$ cat src/rtl/hbridge_gate_driver_pkg.sv
// Shared phase codes, FSM state encoding and gate decode for the H-bridge gate driver.
package hbridge_gate_driver_pkg;

  localparam logic [1:0] PHASE_COAST = 2'b00;
  localparam logic [1:0] PHASE_FWD   = 2'b01;
  localparam logic [1:0] PHASE_REV   = 2'b10;
  localparam logic [1:0] PHASE_BRAKE = 2'b11;

  typedef enum logic [1:0] {
    ST_OFF   = 2'b00,
    ST_DEAD  = 2'b01,
    ST_ON    = 2'b10,
    ST_FAULT = 2'b11
  } gd_state_e;

  // Swaps forward and reverse; coast and brake are symmetric.
  function automatic logic [1:0] polarity_swap(input logic [1:0] p);
    logic [1:0] r;
    r = p;
    if (p == PHASE_FWD)      r = PHASE_REV;
    else if (p == PHASE_REV) r = PHASE_FWD;
    return r;
  endfunction

  // Returns {high_1, low_1, high_2, low_2}; no code turns on both gates of a leg.
  function automatic logic [3:0] decode_gates(input logic [1:0] p);
    logic [3:0] g;
    g = 4'b0000;
    case (p)
      PHASE_FWD:   g = 4'b1001;
      PHASE_REV:   g = 4'b0110;
      PHASE_BRAKE: g = 4'b0101;
      default:     g = 4'b0000;
    endcase
    return g;
  endfunction

endpackage

$ cat src/rtl/hbridge_gate_driver.sv
// Full-bridge gate driver: pattern decode, dead-time enforcement on every
// turn-on, and a latched overcurrent fault.
module hbridge_gate_driver
  import hbridge_gate_driver_pkg::*;
#(
  parameter int DEAD_W = 8
) (
  input  logic              clk,
  input  logic              reset,
  input  logic [1:0]        phase_req,
  input  logic              polarity_invert_config,
  input  logic [DEAD_W-1:0] deadtime,
  input  logic              fault,
  input  logic              fault_clear,
  output logic              high_1,
  output logic              low_1,
  output logic              high_2,
  output logic              low_2,
  output logic [1:0]        applied,
  output logic              dead_active,
  output logic              fault_latched
);

  localparam logic [DEAD_W-1:0] CNT_ONE = {{(DEAD_W-1){1'b0}}, 1'b1};

  gd_state_e         state_q, state_d;
  logic [DEAD_W-1:0] dead_cnt_q, dead_cnt_d;
  logic [1:0]        applied_q, applied_d;
  logic [3:0]        gates_q, gates_d;
  logic              dead_active_q, dead_active_d;
  logic              fault_latched_q, fault_latched_d;

  logic [1:0]        eff_req;
  logic [DEAD_W-1:0] dead_len;
  logic [DEAD_W-1:0] cnt_inc;

  always_comb begin
    eff_req  = polarity_invert_config ? polarity_swap(phase_req) : phase_req;
    dead_len = (deadtime == '0) ? CNT_ONE : deadtime;
    cnt_inc  = (dead_cnt_q == '1) ? dead_cnt_q : dead_cnt_q + CNT_ONE;

    state_d    = state_q;
    dead_cnt_d = dead_cnt_q;
    applied_d  = applied_q;

    if (fault) begin
      state_d    = ST_FAULT;
      dead_cnt_d = '0;
      applied_d  = PHASE_COAST;
    end else begin
      case (state_q)
        // OFF and DEAD share the same rules; only the target request differs.
        ST_OFF, ST_DEAD: begin
          if (eff_req == PHASE_COAST) begin
            state_d    = ST_OFF;
            dead_cnt_d = cnt_inc;
            applied_d  = PHASE_COAST;
          end else if (dead_cnt_q >= dead_len) begin
            state_d    = ST_ON;
            dead_cnt_d = '0;
            applied_d  = eff_req;
          end else begin
            state_d    = ST_DEAD;
            dead_cnt_d = cnt_inc;
            applied_d  = PHASE_COAST;
          end
        end
        ST_ON: begin
          if (eff_req == applied_q) begin
            dead_cnt_d = '0;
          end else begin
            state_d    = (eff_req == PHASE_COAST) ? ST_OFF : ST_DEAD;
            dead_cnt_d = CNT_ONE;
            applied_d  = PHASE_COAST;
          end
        end
        ST_FAULT: begin
          dead_cnt_d = '0;
          applied_d  = PHASE_COAST;
          if (fault_clear) state_d = ST_OFF;
        end
        default: begin
          state_d    = ST_FAULT;
          dead_cnt_d = '0;
          applied_d  = PHASE_COAST;
        end
      endcase
    end

    gates_d         = decode_gates(applied_d);
    dead_active_d   = (state_d == ST_DEAD);
    fault_latched_d = (state_d == ST_FAULT);
  end

  always_ff @(posedge clk) begin
    if (reset) begin
      state_q         <= ST_OFF;
      dead_cnt_q      <= '0;
      applied_q       <= PHASE_COAST;
      gates_q         <= 4'b0000;
      dead_active_q   <= 1'b0;
      fault_latched_q <= 1'b0;
    end else begin
      state_q         <= state_d;
      dead_cnt_q      <= dead_cnt_d;
      applied_q       <= applied_d;
      gates_q         <= gates_d;
      dead_active_q   <= dead_active_d;
      fault_latched_q <= fault_latched_d;
    end
  end

  assign high_1        = gates_q[3];
  assign low_1         = gates_q[2];
  assign high_2        = gates_q[1];
  assign low_2         = gates_q[0];
  assign applied       = applied_q;
  assign dead_active   = dead_active_q;
  assign fault_latched = fault_latched_q;

endmodule

$ cat config.mk
export PLATFORM = sky130hd
export DESIGN_NAME = hbridge_gate_driver
export DESIGN_NICKNAME = d
export VERILOG_FILES = /design/src/rtl/hbridge_gate_driver_pkg.sv /design/src/rtl/hbridge_gate_driver.sv
export SDC_FILE = /design/constraint.sdc
export NUM_CORES = 1
export LEC_CHECK = 0
export BUFFER_PORTS_ARGS = -buffer_cell sky130_fd_sc_hd__buf_4
export CAP_MARGIN = 20
export CORE_MARGIN = 2
export CORE_UTILIZATION = 55
export DETAILED_ROUTE_END_ITERATION = 8
export PLACE_DENSITY = 0.88
export SYNTH_ARGS = -nofsm -noshare
export SYNTH_HDL_FRONTEND = slang
export SYNTH_SLANG_ARGS = --single-unit
$ cat constraint.sdc
create_clock -name clk -period 6.42 [get_ports clk]
set_input_delay 1.284 -clock clk [delete_from_list [all_inputs] [get_ports clk]]
set_output_delay 1.284 -clock clk [all_outputs]
set_load 0.05 [all_outputs]
* Yosys cells after proc, flatten, opt, wreduce, memory -nomap -nowiden *
Index checks and enable logic that the tools add are counted.

storage, ports and cells
  bits in registers = 18
  latch bits = 0
  memory bits (writable) = 0
  bits in read-only memories = 0
  input port bits = 15
  output and inout bits = 8
  logic and storage cells = 47
  memories = 0

cells by class
  $add $sub $neg = 1
  $mul = 0
  divide/modulo/power cells = 0
  $lt $le $gt $ge = 1
  equal/unequal tests = 12
  shifts and indexed selects = 0
  mux-type cells = 22
  bitwise logic cells = 0
  reductions and logical operators = 5

operator list
  kind                   count
  $mux W8                4
  $mux W2                12
  $pmux W8 S3            1
  $eq A2 B2 Y1 const B   6
  $pmux W2 S3            2
  $pmux W4 S3            1
  $add A8 B1 Y8 const B  1
  $eq A2 B1 Y1 const B   4
  $eq A8 B8 Y1 const B   1
  $ge A8 B8 Y1           1
  $logic_not A8 Y1       1
  $logic_not A2 Y1       2
  $reduce_or A2 Y1       2
  $eq A2 B2 Y1           1
  $mux W1                2

* Depth between registers and ports, before layout *
  depth after elaboration = 10
  mapped depth = 8
  gate-level depth less buffers = 8

* Least setup slack after synthesis *
Ideal clock, no wire load.

  path kind = input-to-reg
  from = in deadtime[2]
  to = reg gates_q[1]
  library setup time = 88 ps
  arrival = 2,825 ps
  data required time = 6,332 ps
  slack = 3,508 ps
  cell stages on the path = 8
  buffers on the path = 0
  path through = nor4_1 a41o_1 ha_1 nand2b_1 a31oi_1 o311ai_1 a32oi_1 nor4b_2

between the ends
  word-level cells in the longest chain between the ends = 9
  elaborated cells on any way between the ends = 11
  classes of those cells = 1 x order compare; 3 x eq/ne; 6 x mux; 1 x reduce/logical

RTL lines
  item                                          RTL line                       RTL
  start, declared                               hbridge_gate_driver.sv:12      input logic [DEAD_W-1:0] deadtime,
  $logic_not A8 Y1                              hbridge_gate_driver.sv:39      dead_len = (deadtime == '0) ? CNT_ONE : deadtime;
  $mux W8 *                                     hbridge_gate_driver.sv:39
  $ge A8 B8 Y1 *                                hbridge_gate_driver.sv:58      end else if (dead_cnt_q >= dead_len) begin
  $mux W2 *                                     hbridge_gate_driver.sv:58
  $mux W2 *                                     hbridge_gate_driver.sv:54      if (eff_req == PHASE_COAST) begin
  $pmux W2 S3 *                                 hbridge_gate_driver.sv:51      case (state_q)
  $mux W2 *                                     hbridge_gate_driver.sv:46      if (fault) begin
  $eq A2 B2 Y1 or $eq A2 B1 Y1 (tied branches)  hbridge_gate_driver_pkg.sv:29  case (p)
  $pmux W4 S3 *                                 hbridge_gate_driver_pkg.sv:29
  end signal, assigned                          hbridge_gate_driver.sv:107     gates_q <= gates_d;
  end, declared                                 hbridge_gate_driver.sv:29      logic [3:0] gates_q, gates_d;

Every way passes the cells marked *; elsewhere a longest branch is shown, timed or not.
A chain may end at the register's enable or synchronous reset.

* Worst setup path after layout *
Same ends and word-level chain as after synthesis.

==> metrics.md <==
| Metric | Value |
|---|---|
| Post-route cell area | `0.00126 mm2` |
| Clock root buffer | `clkbuf_4` |
| Largest net degree at the start of global routing | `11` |
| Maximum VDD drop | `0.000123 V` |
| HP Class | `reg2reg` |
| Max cap viols | `0` |
| Reg clk slew, reported paths | `100 ps` |
| Crit start category | `input pin` |
| Residual DRC | `0` |
| CP required | `6620 ps` |
| Global-route wire length before repair | `~3.7 mm` |
| CTS tree | `built` |
| Multi-input logic area | `647 um2` |
| Max FO, Critical Path | `3` |
| H-tree levels | `1` |
| Final Slew Violations | `0` |
| Drt pass-1 iters | `4` |
| Ys Warns | `0` |
| Leakage | `0.568 nW` |
| Placed Area | `0.00123 mm2` |
| Vias | `around 1000` |
| Via-to-Cell Ratio | `5.83` |
| Area Growth Syn to Fin | `19.5%` |
| Minimum clock period | `around 3000 ps` |
| CTS sink cnt | `17` |
| PostCTS Resize Cnt | `0` |
| Relative slew slack | `64.3%` |
| Yosys cell types | `40` |
| CP arrival | `3150 ps` |
| PD cells | `around 160 mW/mm2` |
| Number of fill cells | `roughly 160` |
| Synth top area cells | `dfxtp_1, ha_1, nor2_1, inv_1, nand3_1` |
| # hold bufs at CTS | `0` |
| RD Place Congestion | `0.847` |
| Proportion of layout cells with a drive suffix above 1 | `23.4%` |
| Slowest cell on crit path | `a32oi_1` |
| N_diodes | `0` |
| CTS Buf Count | `3` |
| Initial DRC count | `23` |
| Critical Setup Path Class | `in2reg` |
| Util after Layout | `71.4%` |
| Avg Synthesized Cell Area | `between 8 and 9 um2` |
| Die Span X | `47.8 um` |
| Dominant cell type by area after synthesis | `dfxtp_1` |
| I/O Pins | `23` |
| Share of the synthesized area in the top cell type | `32.3%` |
| Final Skew | `8.30 ps` |
| RSZ-0062 raised after global routing | `false` |
| Final setup violation count | `0` |
| Mapped Area | `between 0.001 and 0.0015 mm2` |
| Slew at the pin with the worst max-slew slack | `532 ps` |
| Setup repair bufs after CTS | `0` |
| DIE HEIGHT | `47.8 um` |
| Fin Setup TNS | `0 ps` |
| Total Routing Usage GR | `between 20 and 25%` |
| Worst-skew pair later-pin latency | `between 200 and 300 ps` |
| Routed Wire Length | `approximately 2.3 mm` |
| Worst setup EP type | `flip-flop` |
| Final net count | `170` |
| Register Area | `340 um2` |
| Crit path cell chain | `buf_4, nor4_1, a41o_1, ha_1, nand2b_1, a31oi_1, o311ai_1, a32oi_1, nor4b_2` |
| Part of the Yosys area used for sequential elements | `32.3%` |
| Outcome | `finished, final reports clean` |
| Wire length per cell | `around 14 um` |
| Die area | `0.00228 mm2` |
| Clock buffer depth | `2` |
| Initial antenna violation count | `0` |
| Syn Nets | `146` |
| Vias in the first global route | `926` |
| Grt total ovfl | `0` |
| Post-synthesis cell count | `about 120` |
| Dpl hpwl | `~1.9 mm` |
| Port buffer count | `22` |
| Register bit total from synthesis | `17` |
| Rows | `15` |
| Tcrit/Tclk final | `45.9%` |
| Core area | `approximately 0.0018 mm2` |
| Crit path largest cell delay | `280 ps` |
| Final hold vios | `0` |
| Max Freq | `0.339 GHz` |
| Initial Util | `59.8%` |
| Antenna Nets Post-Route | `0` |
metal layers:
metal	wire (um)	part of all wire [%]	up-vias	GRT usage, %
li1	-	-	495	-
met1	947	41	454	25.7
met2	1190	52	38	41.1
met3	136	5.9	4	4.15
met4	31	1.3	0	7.57
met5	0	0	-	0
synthesized netlist by cell type:
library cell  number
a311oi_1           1
inv_1             13
mux2i_1            2
xor2_1             2
o21ai_1            2
a311oi_2           1
a211o_1            2
a211oi_1           3
o211ai_2           1
a21oi_2            1
xnor2_1            2
nand3_1            5
o311a_1            2
o311ai_1           1
a32oi_2            1
nor4_1             1
nor2_1            17
buf_4              2
nand2_1            6
o311ai_2           1
a32oi_1            1
dfxtp_1           17
a41o_1             1
nor4b_2            1
o211ai_1           3
a21oi_1            4
and2b_1            1
and4_1             1
ha_1               9
buf_1              1
nand2b_1           1
or2_1              1
or2_2              1
a31oi_1            3
nor3_1             3
and2_1             1
nor4bb_1           2
nand4_1            3
and2_2             1
nor3b_1            1
through the flow:
| stage | worst slack [ps] | total power [mW] | cells | hold WS (ps) |
|---|---|---|---|---|
| CTS | 3450 | 0.199 | 170 | 553 |
| global route | 3250 | 0.207 | 170 | 588 |
| finish | 3470 | 0.199 | 170 | 553 |
| global placement | 3250 | 0.144 | 166 | 501 |
| floorplan | 3510 | 0.132 | 122 | 468 |
| detailed placement | 3160 | 0.146 | 166 | 539 |
kinds of logic (layout without fill, tap and decap cells):
logic type      after synthesis  in the layout  synth area share [%]
simple gates                 46             46                  23.0
compound gates               28             28                  22.4
flops                        17             17                  32.3
buf+inv                      16             39                  6.41
fa+ha+maj                     9              9                  10.7
xor+xnor                      4              4                  3.32
mux                           2              2                  1.90
layout by cell type, fill, tap and decap left out, types with 2 or more instances in the layout:
master / netlist / final
a211o_1: 2 / 2
o21ai_1: 2 / 2
a31oi_1: 3 / 3
nor4bb_1: 2 / 2
a211oi_1: 3 / 3
clkbuf_4: 0 / 3
nor2_1: 17 / 17
nand2_1: 6 / 6
a21oi_1: 4 / 4
nand3_1: 5 / 5
o211ai_1: 3 / 3
xnor2_1: 2 / 2
o311a_1: 2 / 2
dfxtp_1: 17 / 17
inv_1: 13 / 13
ha_1: 9 / 9
xor2_1: 2 / 2
buf_4: 2 / 22
nor3_1: 3 / 3
mux2i_1: 2 / 2
nand4_1: 3 / 3
layout make-up:
| class | count | area share [%] |
|---|---|---|
| multi-input combinational | 89 | 51.3 |
| sequential | 17 | 27.0 |
| timing repair buffer | 22 | 13.1 |
| inverter | 13 | 3.87 |
| tap | 25 | 2.48 |
| clock buffer | 3 | 1.79 |
| clock inverter | 1 | 0.397 |
final timing paths:
check | from | endpoint | cells past startpoint | slack [ps]
max | deadtime[2] | gates_q[1] | 9 | 3470
min | dead_cnt_q[0] | dead_cnt_q[7] | 2 | 550
max reg2reg | dead_cnt_q[2] | gates_q[1] | 6 | 4440
min reg2reg | dead_cnt_q[0] | dead_cnt_q[7] | 2 | 550
worst max-delay path: cells and delay by family:
| kind | cells | cell delay (ps) |
|---|---|---|
| and+or+nand+nor | 3 | 640 |
| AOI/OAI and AO/OA | 4 | 890 |
| buffers and inverters | 1 | 110 |
| adders and majority gates | 1 | 220 |
flip-flops by register name, indices dropped and copies added (netlist names):
register,count
gates_q,3
applied,2
fault_latched,1
dead_active,1
state_q,2
dead_cnt_q,8
where the power goes:
part	total (mW)	leakage, nW	internal [mW]	switching (mW)
combinational	0.0333	0.412	0.0148	0.0186
clock	0.0554	0.0177	0.0231	0.0323
sequential	0.110	0.138	0.108	0.00231
total	0.199	0.568	0.146	0.0531
No activity file was read; power rests on OpenSTA's default activity.
